--- src/rtl/axi_seg_cmd_issue.sv ---
// Segment command issuer: buffers 4 KB-safe segments in a small FIFO,
// converts each byte count to AXI INCR beats, splits at MAX_BEATS and
// issues the resulting commands on AR (reads) or AW (writes).
//
// Handshake: a command transfers on a rising edge where valid and ready
// are both high; valid is a function of registered state only, never of
// ready, and the payload is held until that transfer happens.
module axi_seg_cmd_issue #(
  parameter int DATA_BYTES = 8,
  parameter int FIFO_DEPTH = 4,
  parameter int MAX_BEATS  = 256
) (
  input  logic        clk,
  input  logic        reset,
  input  logic        seg_wr,
  input  logic [77:0] seg_wrdata,
  output logic        seg_full,
  output logic        seg_overflow,
  output logic        seg_err,
  output logic        cmd_busy,
  output logic        arvalid,
  input  logic        arready,
  output logic [63:0] araddr,
  output logic [7:0]  arlen,
  output logic [2:0]  arsize,
  output logic [1:0]  arburst,
  output logic        awvalid,
  input  logic        awready,
  output logic [63:0] awaddr,
  output logic [7:0]  awlen,
  output logic [2:0]  awsize,
  output logic [1:0]  awburst
);

  localparam int PTR_W  = $clog2(FIFO_DEPTH);
  localparam int SIZE_W = $clog2(DATA_BYTES);
  localparam logic [PTR_W:0] DEPTH_C    = FIFO_DEPTH[PTR_W:0];
  localparam logic [12:0]    MAX_B      = MAX_BEATS[12:0];
  localparam logic [7:0]     MAX_LEN    = 8'(MAX_BEATS - 1);
  localparam logic [63:0]    ALIGN_MASK = ~64'(DATA_BYTES - 1);
  localparam logic [63:0]    SPLIT_STEP = 64'(MAX_BEATS * DATA_BYTES);

  typedef enum logic [1:0] {ST_IDLE, ST_CALC, ST_ISSUE} state_t;

  state_t            state_q, state_d;
  logic [77:0]       mem_q [FIFO_DEPTH];
  logic [77:0]       mem_d [FIFO_DEPTH];
  logic [PTR_W-1:0]  wr_ptr_q, wr_ptr_d, rd_ptr_q, rd_ptr_d;
  logic [PTR_W:0]    count_q, count_d;
  logic              work_rd_q, work_rd_d, work_wr_q, work_wr_d;
  logic [11:0]       work_bytes_q, work_bytes_d;
  logic [63:0]       cur_addr_q, cur_addr_d;
  logic [12:0]       beats_rem_q, beats_rem_d;
  logic              seg_full_q, seg_full_d, seg_overflow_q, seg_overflow_d;
  logic              seg_err_q, seg_err_d, cmd_busy_q, cmd_busy_d;

  logic              fifo_full, pop, push, hs, entry_bad;
  logic [13:0]       beat_sum;
  logic [7:0]        cmd_len;

  assign fifo_full = (count_q == DEPTH_C);
  assign pop       = (state_q == ST_IDLE) && (count_q != '0);
  assign push      = seg_wr && (!fifo_full || pop);
  assign hs        = work_rd_q ? arready : awready;
  assign entry_bad = (work_rd_q == work_wr_q);
  // Offset within the first beat plus the byte count, rounded up to beats.
  assign beat_sum  = 14'(cur_addr_q & 64'(DATA_BYTES - 1)) + 14'(work_bytes_q)
                   + 14'(DATA_BYTES - 1);
  assign cmd_len   = (beats_rem_q > MAX_B) ? MAX_LEN : 8'(beats_rem_q - 13'd1);

  // State register
  always_ff @(posedge clk or posedge reset) begin
    if (reset) state_q <= ST_IDLE;
    else       state_q <= state_d;
  end

  // Next-state logic
  always_comb begin
    state_d = state_q;
    case (state_q)
      ST_IDLE:  if (pop) state_d = ST_CALC;
      ST_CALC:  state_d = (entry_bad || work_bytes_q == 12'd0) ? ST_IDLE : ST_ISSUE;
      ST_ISSUE: if (hs && beats_rem_q <= MAX_B) state_d = ST_IDLE;
      default:  state_d = ST_IDLE;
    endcase
  end

  // Command outputs; the channel not in use holds zero payload
  always_comb begin
    arvalid = 1'b0;
    awvalid = 1'b0;
    araddr  = '0;
    arlen   = '0;
    awaddr  = '0;
    awlen   = '0;
    if (state_q == ST_ISSUE) begin
      if (work_rd_q) begin
        arvalid = 1'b1;
        araddr  = cur_addr_q;
        arlen   = cmd_len;
      end else begin
        awvalid = 1'b1;
        awaddr  = cur_addr_q;
        awlen   = cmd_len;
      end
    end
  end

  assign arsize       = 3'(SIZE_W);
  assign awsize       = 3'(SIZE_W);
  assign arburst      = 2'b01;
  assign awburst      = 2'b01;
  assign seg_full     = seg_full_q;
  assign seg_overflow = seg_overflow_q;
  assign seg_err      = seg_err_q;
  assign cmd_busy     = cmd_busy_q;

  // FIFO, working registers, beat splitting and status flags
  always_comb begin
    mem_d          = mem_q;
    wr_ptr_d       = wr_ptr_q;
    rd_ptr_d       = rd_ptr_q;
    count_d        = count_q;
    work_rd_d      = work_rd_q;
    work_wr_d      = work_wr_q;
    work_bytes_d   = work_bytes_q;
    cur_addr_d     = cur_addr_q;
    beats_rem_d    = beats_rem_q;
    seg_overflow_d = seg_overflow_q || (seg_wr && fifo_full && !pop);
    seg_err_d      = seg_err_q || ((state_q == ST_CALC) && entry_bad);
    seg_full_d     = fifo_full;
    cmd_busy_d     = (count_q != '0) || (state_q != ST_IDLE);
    if (push) begin
      mem_d[wr_ptr_q] = seg_wrdata;
      wr_ptr_d        = wr_ptr_q + 1'b1;
    end
    if (pop) begin
      work_rd_d    = mem_q[rd_ptr_q][77];
      work_wr_d    = mem_q[rd_ptr_q][76];
      work_bytes_d = mem_q[rd_ptr_q][75:64];
      cur_addr_d   = mem_q[rd_ptr_q][63:0];
      rd_ptr_d     = rd_ptr_q + 1'b1;
    end
    if (push && !pop)      count_d = count_q + 1'b1;
    else if (pop && !push) count_d = count_q - 1'b1;
    if (state_q == ST_CALC) beats_rem_d = 13'(beat_sum >> SIZE_W);
    // Later pieces of a split start on a beat boundary.
    if (state_q == ST_ISSUE && hs && beats_rem_q > MAX_B) begin
      beats_rem_d = beats_rem_q - MAX_B;
      cur_addr_d  = (cur_addr_q & ALIGN_MASK) + SPLIT_STEP;
    end
  end

  // Datapath registers
  always_ff @(posedge clk or posedge reset) begin
    if (reset) begin
      for (int i = 0; i < FIFO_DEPTH; i++) mem_q[i] <= '0;
      wr_ptr_q       <= '0;
      rd_ptr_q       <= '0;
      count_q        <= '0;
      work_rd_q      <= 1'b0;
      work_wr_q      <= 1'b0;
      work_bytes_q   <= '0;
      cur_addr_q     <= '0;
      beats_rem_q    <= '0;
      seg_full_q     <= 1'b0;
      seg_overflow_q <= 1'b0;
      seg_err_q      <= 1'b0;
      cmd_busy_q     <= 1'b0;
    end else begin
      mem_q          <= mem_d;
      wr_ptr_q       <= wr_ptr_d;
      rd_ptr_q       <= rd_ptr_d;
      count_q        <= count_d;
      work_rd_q      <= work_rd_d;
      work_wr_q      <= work_wr_d;
      work_bytes_q   <= work_bytes_d;
      cur_addr_q     <= cur_addr_d;
      beats_rem_q    <= beats_rem_d;
      seg_full_q     <= seg_full_d;
      seg_overflow_q <= seg_overflow_d;
      seg_err_q      <= seg_err_d;
      cmd_busy_q     <= cmd_busy_d;
    end
  end

endmodule

--- config.mk ---
export PLATFORM = sky130hd
export DESIGN_NAME = axi_seg_cmd_issue
export DESIGN_NICKNAME = d
export VERILOG_FILES = /design/src/rtl/axi_seg_cmd_issue.sv
export SDC_FILE = /design/constraint.sdc
export NUM_CORES = 1
export LEC_CHECK = 0
export CAP_MARGIN = 20
export CORE_ASPECT_RATIO = 0.8
export CORE_MARGIN = 4
export CORE_UTILIZATION = 40
export DETAILED_ROUTE_END_ITERATION = 6
export PLACE_DENSITY = 0.75
export SLEW_MARGIN = 15
export SYNTH_ARGS = -nofsm -noshare
export SYNTH_HDL_FRONTEND = slang
export SYNTH_SLANG_ARGS = --single-unit
--- constraint.sdc ---
create_clock -name clk -period 11.7 [get_ports clk]
set_input_delay 1.17 -clock clk [delete_from_list [all_inputs] [get_ports clk]]
set_output_delay 1.17 -clock clk [all_outputs]
set_load 0.05 [all_outputs]
### Word level (Yosys, flattened, before mapping)

Cells that the tools add are included.

* output and inout bits: 160
* register bits: 416
* bits of input ports: 83

* multiplexer cells: 30
* reductions and logical operators: 27
* add/subtract/negate cells: 9
* equality and inequality tests: 6
* order comparisons: 5
* bitwise gates (word level): 2

Operators with widths (number)
* 64-bit two-way mux: 6
* 312-bit bitwise mux: 1
* 78-bit two-way mux: 3
* 78-bit binary-select mux with 2-bit select: 1
* 78-bit demux with 2-bit select: 1
* 64-bit by 12-bit adder with 64-bit output (second input constant): 1
* 8-bit two-way mux: 5
* 13-bit two-way mux: 2
* 13-bit by 3-bit adder with 14-bit output (second input constant): 1
* 3-bit by 12-bit adder with 13-bit output: 1
* 13-bit by 9-bit > comparator with 1-bit output (second input constant): 1
* 13-bit by 9-bit less-or-equal comparator with 1-bit output (second input constant): 1
* 13-bit by 9-bit subtractor with 13-bit output (second input constant): 1
* 12-bit zero test: 1
* 1-bit logical AND: 11
* 2-bit nonzero test: 4
* 8-bit by 1-bit subtractor with 8-bit output (second input constant): 1
* 3-bit >= comparator (second input constant): 2
* 2-bit two-way mux: 3
* 3-bit two-way mux: 2
* 2-bit NOT with 3-bit output: 2
* 2-bit one-hot mux with 3 select lines: 1
* 1-bit logical OR: 5
* 1-bit two-way mux: 5
* 13 further kinds: 17

### Longest topological paths before layout

Gate-level depths: netlist (run 1).

* word-level depth: 8
* mapped depth: 10

### Worst setup path after synthesis (run 1)

OpenSTA, ideal clock, no wires.

* path kind: register to output
* start point: reg beats_rem_q[2]
* end point: out arlen[2]
* cell stages (with the launch flop): 6
* required time: 10.530 ns
* slack: 8.291 ns
* arrival: 2.239 ns
* cells stage by stage: dfrtp_1 > or4_4 > o32a_1 > nor2_1 > clkbuf_1 > a21oi_1

* longest elaborated chain between the ends: 4
* elaborated cells on any way between the ends: 5
* those cells by class: add/sub (1); order compare (1); mux (3)

Ends and longest elaborated chain
* start: declaration: RTL line 53 `logic [12:0] beats_rem_q, beats_rem_d;`
* start signal: assignment: RTL line 179 `beats_rem_q <= beats_rem_d;`
* 13-bit by 9-bit > comparator with 1-bit output / 8-bit by 1-bit subtractor with 8-bit output (equally long branches): RTL line 69 `assign cmd_len = (beats_rem_q > MAX_B) ? MAX_LEN : 8'(beats_rem_q - 13'd1);`
* 8-bit two-way mux (*): RTL line 69
* 8-bit two-way mux (*): RTL line 97 `if (work_rd_q) begin`
* 8-bit two-way mux (*): RTL line 96 `if (state_q == ST_ISSUE) begin`
* end: declaration: RTL line 24 `output logic [7:0] arlen,`

Every way passes the cells marked *; elsewhere a longest branch is shown, timed or not.

### Worst setup path after layout (run 1)

* start point: reg work_rd_q
* end point: out awaddr[36]

* longest elaborated chain between the ends: 2

Ends and longest elaborated chain
* start: declaration: RTL line 50 `logic work_rd_q, work_rd_d, work_wr_q, work_wr_d;`
* start signal: assignment: RTL line 175 `work_rd_q <= work_rd_d;`
* 64-bit two-way mux: RTL line 97
* 64-bit two-way mux: RTL line 96
* end: declaration: RTL line 29 `output logic [63:0] awaddr,`

No other way between the ends.

==> results.env, run 1 <==
POWER_PER_CELL_AREA_mW_PER_MM2=302
YS_TOP_CELLS_BY_AREA='sky130_fd_sc_hd__dfrtp_1, sky130_fd_sc_hd__mux2_2, sky130_fd_sc_hd__mux4_2, sky130_fd_sc_hd__and3_1, sky130_fd_sc_hd__and2_1'
PLACEABLECOREAREA_MM2=0.0500
FINALCLOCKSKEW_NS=0.0209
CTS_RESIZED=0
CTS_NUM_SINKS=416
NUMBER_OF_GLOBAL_ROUTE_VIAS_BEFORE_REPAIR=14912
HIGHEST_CELL_DELAY_ON_THE_WORST_TIMING_PATH_NS=0.86
CRITPATHCAPTURETYPE='primary output'
YS_ASYNC_SR_FRACTION=1.00
FINAL.MIN_CLOCK_PERIOD_NS=5.01
FINAL_HOLD_VIOLS=0
SYNTHDISTINCTLIBCELLS=73
MAX-SLEW-MARGIN-REL=0.294
CRITPATHARRIVALTIME_NS=3.84
TIMING.FINAL.SETUP_VIOLATIONS=0
GRT_FIRST_PASS_WIRELENGTH_UM=87500
REPORTED_NET_SWITCHING_POWER_mW=2.81
GRT_REMAINING_OVERFLOW=0
COMMONEST_CELLS_IN_THE_NETLIST='sky130_fd_sc_hd__dfrtp_1, sky130_fd_sc_hd__mux2_2, sky130_fd_sc_hd__nand2_1, sky130_fd_sc_hd__nor2_1, sky130_fd_sc_hd__mux4_2'
SYNTH.YOSYS.SEQ_AREA_SHARE=0.513
POWER.IR.VDD_WORST_mV=0.165
AVGSYNTHCELLAREA_UM2=12.6
NFILLCELLS=4287
CLOCK_LATENCY_NS=0.55
GLOBAL_ROUTE.USAGE.TOTAL=0.204
CRITICAL_PATH_CLASS='register to primary output'
SYNTH.TOP_CELL.AREA_SHARE=0.513
MAXCAPVIOLATIONS=0
WORST_PATH_DOMINANT_CELL_FAMILY='buffers and inverters'
CP_MAX_FO=58
YS_FLOP_TYPE='sky130_fd_sc_hd__dfrtp_1'
PORT_BUFFERS=232
POST_DRT_WL_PER_CELL_UM=22.4
GRT_SETUP_UNREPAIRED='no'
FLOW.AREA_GROWTH_FROM_SYNTHESIS_PCT=22.0
ACHIEVABLE-FREQUENCY_GHz=0.200
CTS_INSERTED_BUFFERS=45
ANTENNA_FOUND_INITIAL=15
COMB_POWER_SHARE=0.423
H_TREE_LVLS=2
WORST-SLEW-PIN-TRANSITION_NS=1.06
DIE-AREA_MM2=0.0545
HOLDBUFCOUNTCTS=0
DIE_H_UM=210
FLOORPLAN.INITIALDENSITY=0.407
SYNTH_AREA_MM2=0.0203
FINAL_LAYOUT_SIZE_SUFFIX_GT1_FRAC=0.282
WORST-ENDPOINT-REQUIRED_NS=10.53
DR_TOTAL_VIAS=14233
FINALNETCOUNT=1897
POST_ROUTE_CELL_AREA_MM2=0.0248
SYNTH_CELLS=1611
LARGEST_NET_DEGREE_AT_THE_START_OF_GLOBAL_ROUTING=90
WORSTPATHBUFFERINVERTERCOUNT=3
CTS-ROOT-TO-SINK-BUFFERS=3
YOSYS.AREA.TOP_TYPE='sky130_fd_sc_hd__dfrtp_1'
ROUTED_WIRELENGTH_UM=56200
FINAL_ANTENNA_NET_COUNT=0
TRITONCTS_CLOCK_TREE='yes'
STATIC-LEAKAGE-POWER_nW=10.4
YOSYS_WARNINGS=0
SYNTHESIZED_FLOP_AND_LATCH_TOTAL=416
DETAIL_ROUTE.ITER0.VIOLATIONS=1381
MIN_PATH_TYPE='register to register'
CLOCK_TREE.ROOT_CELL='sky130_fd_sc_hd__clkbuf_16'
DP.FINAL_HPWL_UM=37300
SYNTH-EDFF-COUNT=0
CTS.REPAIR_TIMING.SETUP_BUFFER_COUNT=0
STATUS='finished, final reports clean'
POWER_SWITCHING_SHARE=0.375
POWER.SEQUENTIAL.FRACTION=0.376
CTS.REPORTEDPATHS.CLKPINSLEW_NS=0.06
FINAL.SETUP.TNS_NS=0
POST_DRT_VIA_CELL_RATIO=5.67
FP.DIEW_UM=260
TIMING_MAX_TRANSITION_VIOLATIONS_FINAL=0
CLOCK_POWER_SHARE=0.201
FLOORPLAN.ROWS=73
ROUTE.DETAILED.DRC=0
DRT_PRE_ANTENNA_ITERS=5
POWER.INTERNAL_mW=4.68
DESIGN.PORTCOUNT=243
ROUTABILITYCONGESTION=0.847
START_KIND='register'
CRIT_CHAIN='buf_12 -> nand2b_1 -> inv_2 -> and2_1 -> clkdlybuf4s50_1'
YOSYSMOSTFREQUENTCELL='sky130_fd_sc_hd__dfrtp_1'
CRITICAL_PATH.SLOWEST_CELL='sky130_fd_sc_hd__inv_2'
DPL-INSTANCE-AREA_MM2=0.0232
TIMING.FINAL.CRIT_SHARE=0.428
-- through the flow --
step / hold slack [ns] / setup WS (ns) / cells / utilization / total power, mW
2_1_floorplan: 0.437 / 4.92 / 1619 / - / 5.04
3_3_place_gp: 0.441 / 7.27 / 2424 / 0.464 / 5.84
3_5_place_dp: 0.452 / 7.10 / 2424 / 0.464 / 6.00
4_1_cts: 0.465 / 6.51 / 2504 / 0.495 / 7.52
5_1_grt: 0.497 / 6.45 / 2508 / 0.496 / 7.94
6_report: 0.466 / 6.69 / 2511 / 0.496 / 7.49
-- sequential cells by signal (all words and copies together) (netlist names), 2 cells and up --
name          cells
mem_q           312
count_q           3
state_q           2
cur_addr_q       64
work_bytes_q     12
rd_ptr_q          2
wr_ptr_q          2
beats_rem_q      13
-- final timing paths --
kind | slack [ns] | start | to | cells after the start
min in group asynchronous | 1.15 | reset | mem_q[305] | 2
worst max register to register | 8.64 | count_q[0] | count_q[2] | 10
max in group asynchronous | 8.41 | reset | mem_q[27] | 4
worst max-delay path | 6.69 | work_rd_q | awaddr[36] | 5
worst min register to register | 0.47 | seg_overflow | seg_overflow | 1
worst min-delay path | 0.47 | seg_overflow | seg_overflow | 1
-- cell usage in the layout, fill, tap and decap left out, types with 20 or more instances in the layout --
master	netlist	final
sky130_fd_sc_hd__dfrtp_1	416	413
sky130_fd_sc_hd__nor2_1	92	91
sky130_fd_sc_hd__nor3_1	24	24
sky130_fd_sc_hd__mux2_2	314	314
sky130_fd_sc_hd__clkbuf_16	0	45
sky130_fd_sc_hd__and2_1	65	65
sky130_fd_sc_hd__nand4_1	20	20
sky130_fd_sc_hd__inv_1	26	23
sky130_fd_sc_hd__a21oi_1	26	26
sky130_fd_sc_hd__clkdlybuf4s50_1	0	232
sky130_fd_sc_hd__nand3_1	26	26
sky130_fd_sc_hd__mux4_2	78	78
sky130_fd_sc_hd__nand2_1	106	102
sky130_fd_sc_hd__buf_4	11	20
sky130_fd_sc_hd__and3_1	76	76
-- layer usage --
metal  GRT usage  wire length (um)  up-vias
li1            -                 -     6244
met1       0.280             23500     7349
met2       0.325             26200      519
met3      0.0561              5270      101
met4      0.0508              1130       20
met5           0               128        -
-- final cells by class --
type,instances,area (um2),area share
well taps,675,845,0.0341
clock inverters,15,250,0.0101
inverters,26,101,0.00409
clock buffers,65,1320,0.0533
multi-input cells,1054,9330,0.376
diodes,5,12.5,0.000505
repair buffers,255,2510,0.101
flip-flops and latches,416,10400,0.420
-- power groups by stage --
stage                     Clock, mW  Sequential, mW  Combinational (mW)
after floorplan                   0            2.53                2.51
after global placement            0            2.78                3.06
after detailed placement          0            2.85                3.15
after CTS                      1.53            2.83                3.17
after global routing           1.60            2.91                3.43
final                          1.51            2.81                3.17
-- logic make-up (layout without fill, tap and decap cells) --
kind of cell	after synthesis	after routing	synth area share
DFF	416	416	0.513
muxes	396	396	0.263
and+or+nand+nor	471	471	0.122
adders and majority gates	16	16	0.0102
other	2	15	0.000370
buffers and inverters	149	361	0.0322
xor gates and xnor gates	19	19	0.00819
AOI/OAI and AO/OA	142	142	0.0523
-- worst register-to-register path, cell delays in order (launching register included) --
cell	delay (ns)
sky130_fd_sc_hd__dfrtp_1	0.43
sky130_fd_sc_hd__nor3_1	0.26
sky130_fd_sc_hd__nand2b_2	0.16
sky130_fd_sc_hd__buf_4	0.35
sky130_fd_sc_hd__buf_4	0.57
sky130_fd_sc_hd__ha_1	0.34
sky130_fd_sc_hd__inv_1	0.06
sky130_fd_sc_hd__fa_1	0.37
sky130_fd_sc_hd__xor2_1	0.17
sky130_fd_sc_hd__nor2_1	0.11
sky130_fd_sc_hd__xor2_1	0.16
(Power assumes the default switching activity.)
==> inputs of run 2 (changes only) <==
Clock period 11.7 ns to 4.49 ns, I/O delays scaled along.
==> run 2 against run 1 <==
Global-route usage rose by 0.091 points; critical path depth did not move; clock skew rose by 0.0025 ns; clock power rose to 2.5 times the previous value; combinational power rose to 2.6 times the previous value; flip-flop and latch count did not move; routed wire length fell by 0.60%; critical path type unchanged; critical endpoint is now awlen[5].
==> results.env, run 2 (synthesis gave the netlist of run 1 again) <==
STATUS='finished, final reports clean'
LARGEST_NET_DEGREE_AT_THE_START_OF_GLOBAL_ROUTING=111  # +23%
CLOCK_TREE.ROOT_CELL='sky130_fd_sc_hd__clkbuf_16'
DRT_PRE_ANTENNA_ITERS=5  # unchanged
CRITICAL_PATH_CLASS='register to primary output'
DRT-MET1-WL_UM=24700  # +5.2%
CTS_RESIZED=0  # unchanged
MIN_PATH_TYPE='input pin to async pin'
DIE_H_UM=210  # unchanged
FINAL_ANTENNA_NET_COUNT=0  # unchanged
GRT_SETUP_UNREPAIRED='no'
PORT_BUFFERS=232  # unchanged
FP.DIEW_UM=260  # unchanged
CTS.REPORTEDPATHS.CLKPINSLEW_NS=0.06  # about the same
CLOCK_LATENCY_NS=0.57  # +0.02 ns
HOLDBUFCOUNTCTS=0  # unchanged
TOP_REGISTER='mem_q'
CRITPATHCAPTURETYPE='primary output'
ANTENNA_FOUND_INITIAL=13  # -2
DIE-AREA_MM2=0.0545  # unchanged
ROUTED_WIRELENGTH_UM=55800  # -0.60%
POWER.IR.VDD_WORST_mV=0.356  # +120%
TIMING.FINAL.CRIT_SHARE=0.889
DETAIL_ROUTE.ITER0.VIOLATIONS=1091  # -21%
TOPROUTINGLAYERUSED='met5'
CTS_INSERTED_BUFFERS=46  # +2.2%
FINAL_HOLD_VIOLS=0  # unchanged
FINALWORSTSETUPSLACK_NS=0.499  # -6.19 ns
HIGHEST_COUNT_CELLS_IN_THE_LAYOUT_IGNORING_FILL_AND_TAPS='sky130_fd_sc_hd__dfrtp_1, sky130_fd_sc_hd__mux2_2, sky130_fd_sc_hd__clkdlybuf4s50_1, sky130_fd_sc_hd__nand2_1, sky130_fd_sc_hd__nor2_1'
CTS_NUM_SINKS=416  # unchanged
FLOW.AREA_GROWTH_FROM_SYNTHESIS_PCT=22.4
DETAIL_ROUTE_MET2_WL_UM=26100  # -0.52%
TRITONCTS_CLOCK_TREE='yes'
DP.FINAL_HPWL_UM=37700  # +1.1%
CP_MAX_FO=15  # -74%
CTS.REPAIR_TIMING.SETUP_BUFFER_COUNT=0  # unchanged
WORST-SLEW-PIN-TRANSITION_NS=0.997  # -0.0592 ns
ACHIEVABLE-FREQUENCY_GHz=0.251
STATIC-LEAKAGE-POWER_nW=10.5  # +0.65%
START_KIND='register'
GRT_REMAINING_OVERFLOW=0  # unchanged
POWER_PER_CELL_AREA_mW_PER_MM2=782  # +160%
PLACEMENT.SETUP.WORST_SLACK_NS=1.12  # -5.98 ns
MAXCAPVIOLATIONS=0  # unchanged
H_TREE_LVLS=2  # unchanged
DR_TOTAL_VIAS=14055  # -1.3%
ROUTABILITYCONGESTION=0.846  # about the same
DESIGN.PORTCOUNT=243  # unchanged
TIMING_MAX_TRANSITION_VIOLATIONS_FINAL=0  # unchanged
GLOBAL_ROUTE.USAGE.TOTAL=0.205  # +0.000912
FINALNETCOUNT=1908  # +0.58%
FINALCLOCKSKEW_NS=0.0233  # +0.00247 ns
LAYOUT_TOP_REGISTERS='mem_q: 312 flops, cur_addr_q: 64 flops, beats_rem_q: 13 flops'
ROUTED_LENGTH_ON_MET3_UM=3980  # -24%
FLOORPLAN.ROWS=73  # unchanged
NFILLCELLS=4308  # +0.49%
TIMING.FINAL.SETUP_VIOLATIONS=0  # unchanged
CTS-ROOT-TO-SINK-BUFFERS=3  # unchanged
CRITPATHARRIVALTIME_NS=3.54  # -0.30 ns
LARGEST_REG_FLOPS=312  # unchanged
LAYOUT_COMMONEST_CELL='sky130_fd_sc_hd__dfrtp_1'
FINAL.MIN_CLOCK_PERIOD_NS=3.99
TOTAL_DESIGN_POWER_mW=19.4  # +160%
MAX-SLEW-MARGIN-REL=0.334  # +0.0395
POST_DRT_WL_PER_CELL_UM=22.1  # -1.1%
MULTI_INPUT_AREA_MM2=0.00933  # unchanged
LAYOUT.AREA.SEQ_MM2=0.0104  # unchanged
ROUTE.DETAILED.DRC=0  # unchanged
PLACEABLECOREAREA_MM2=0.0500  # unchanged
FINAL_LAYOUT_SIZE_SUFFIX_GT1_FRAC=0.293  # +0.0110
FLOORPLAN.INITIALDENSITY=0.407  # unchanged
GRT_FIRST_PASS_WIRELENGTH_UM=88000  # +0.52%
POST_DRT_VIA_CELL_RATIO=5.57  # -1.8%
NUMBER_OF_GLOBAL_ROUTE_VIAS_BEFORE_REPAIR=14928  # +0.11%
WORST-ENDPOINT-REQUIRED_NS=4.04  # -6.49 ns
## run 2: final timing paths
check	cells after the start	to	slack [ns]	from
min in group clk	1	seg_overflow	0.46	seg_overflow
max in group asynchronous	3	mem_q[200]	2.96	reset
setup / recovery	5	awlen[5]	0.50	beats_rem_q[2]
setup reg to reg	8	cur_addr_q[47]	1.47	state_q[0]
hold / removal	2	beats_rem_q[4]	0.41	reset
hold reg to reg	1	seg_overflow	0.46	seg_overflow
## run 2: cell type report
type	instances	area share
Tap cell	675	0.0340
Inverter	26	0.00408
Clock inverter	8	0.00317
Timing Repair Buffer	265	0.105
Sequential cell	416	0.419
Clock buffer	75	0.0588
Multi-Input combinational cell	1054	0.375
Antenna cell	5	0.000503
## run 2: per-layer routing
metal / track usage / up-vias
met1: 0.282 / 7279
met2: 0.331 / 385
met4: 0.0463 / 22
met3: 0.0525 / 92
met5: 0 / -
li1: - / 6277
## run 2: power by group
part / switching (mW) / internal [mW]
registers: 1.66 / 5.71
logic: 4.21 / 4.08
clock network: 1.51 / 2.27
total: 7.38 / 12.1
## run 2: per-stage QoR
stage | cell area (um2) | TNS (ns) | hold WS (ns) | utilization | std cells
2_1_floorplan | 20300 | -652.52 | 0.437 | - | 1619
3_3_place_gp | 23300 | 0 | 0.447 | 0.466 | 2436
3_5_place_dp | 23300 | 0 | 0.452 | 0.466 | 2436
4_1_cts | 24800 | 0 | 0.420 | 0.497 | 2519
5_1_grt | 24800 | 0 | 0.467 | 0.497 | 2519
6_report | 24900 | 0 | 0.410 | 0.498 | 2524
## run 2: worst max-delay path: stages (launching register included)
cell and delay (ns):
sky130_fd_sc_hd__dfrtp_1 0.42, sky130_fd_sc_hd__or4_4 0.60, sky130_fd_sc_hd__o32a_1 0.37, sky130_fd_sc_hd__nor2_1 0.66, sky130_fd_sc_hd__a21oi_1 0.17, sky130_fd_sc_hd__clkdlybuf4s50_1 0.75
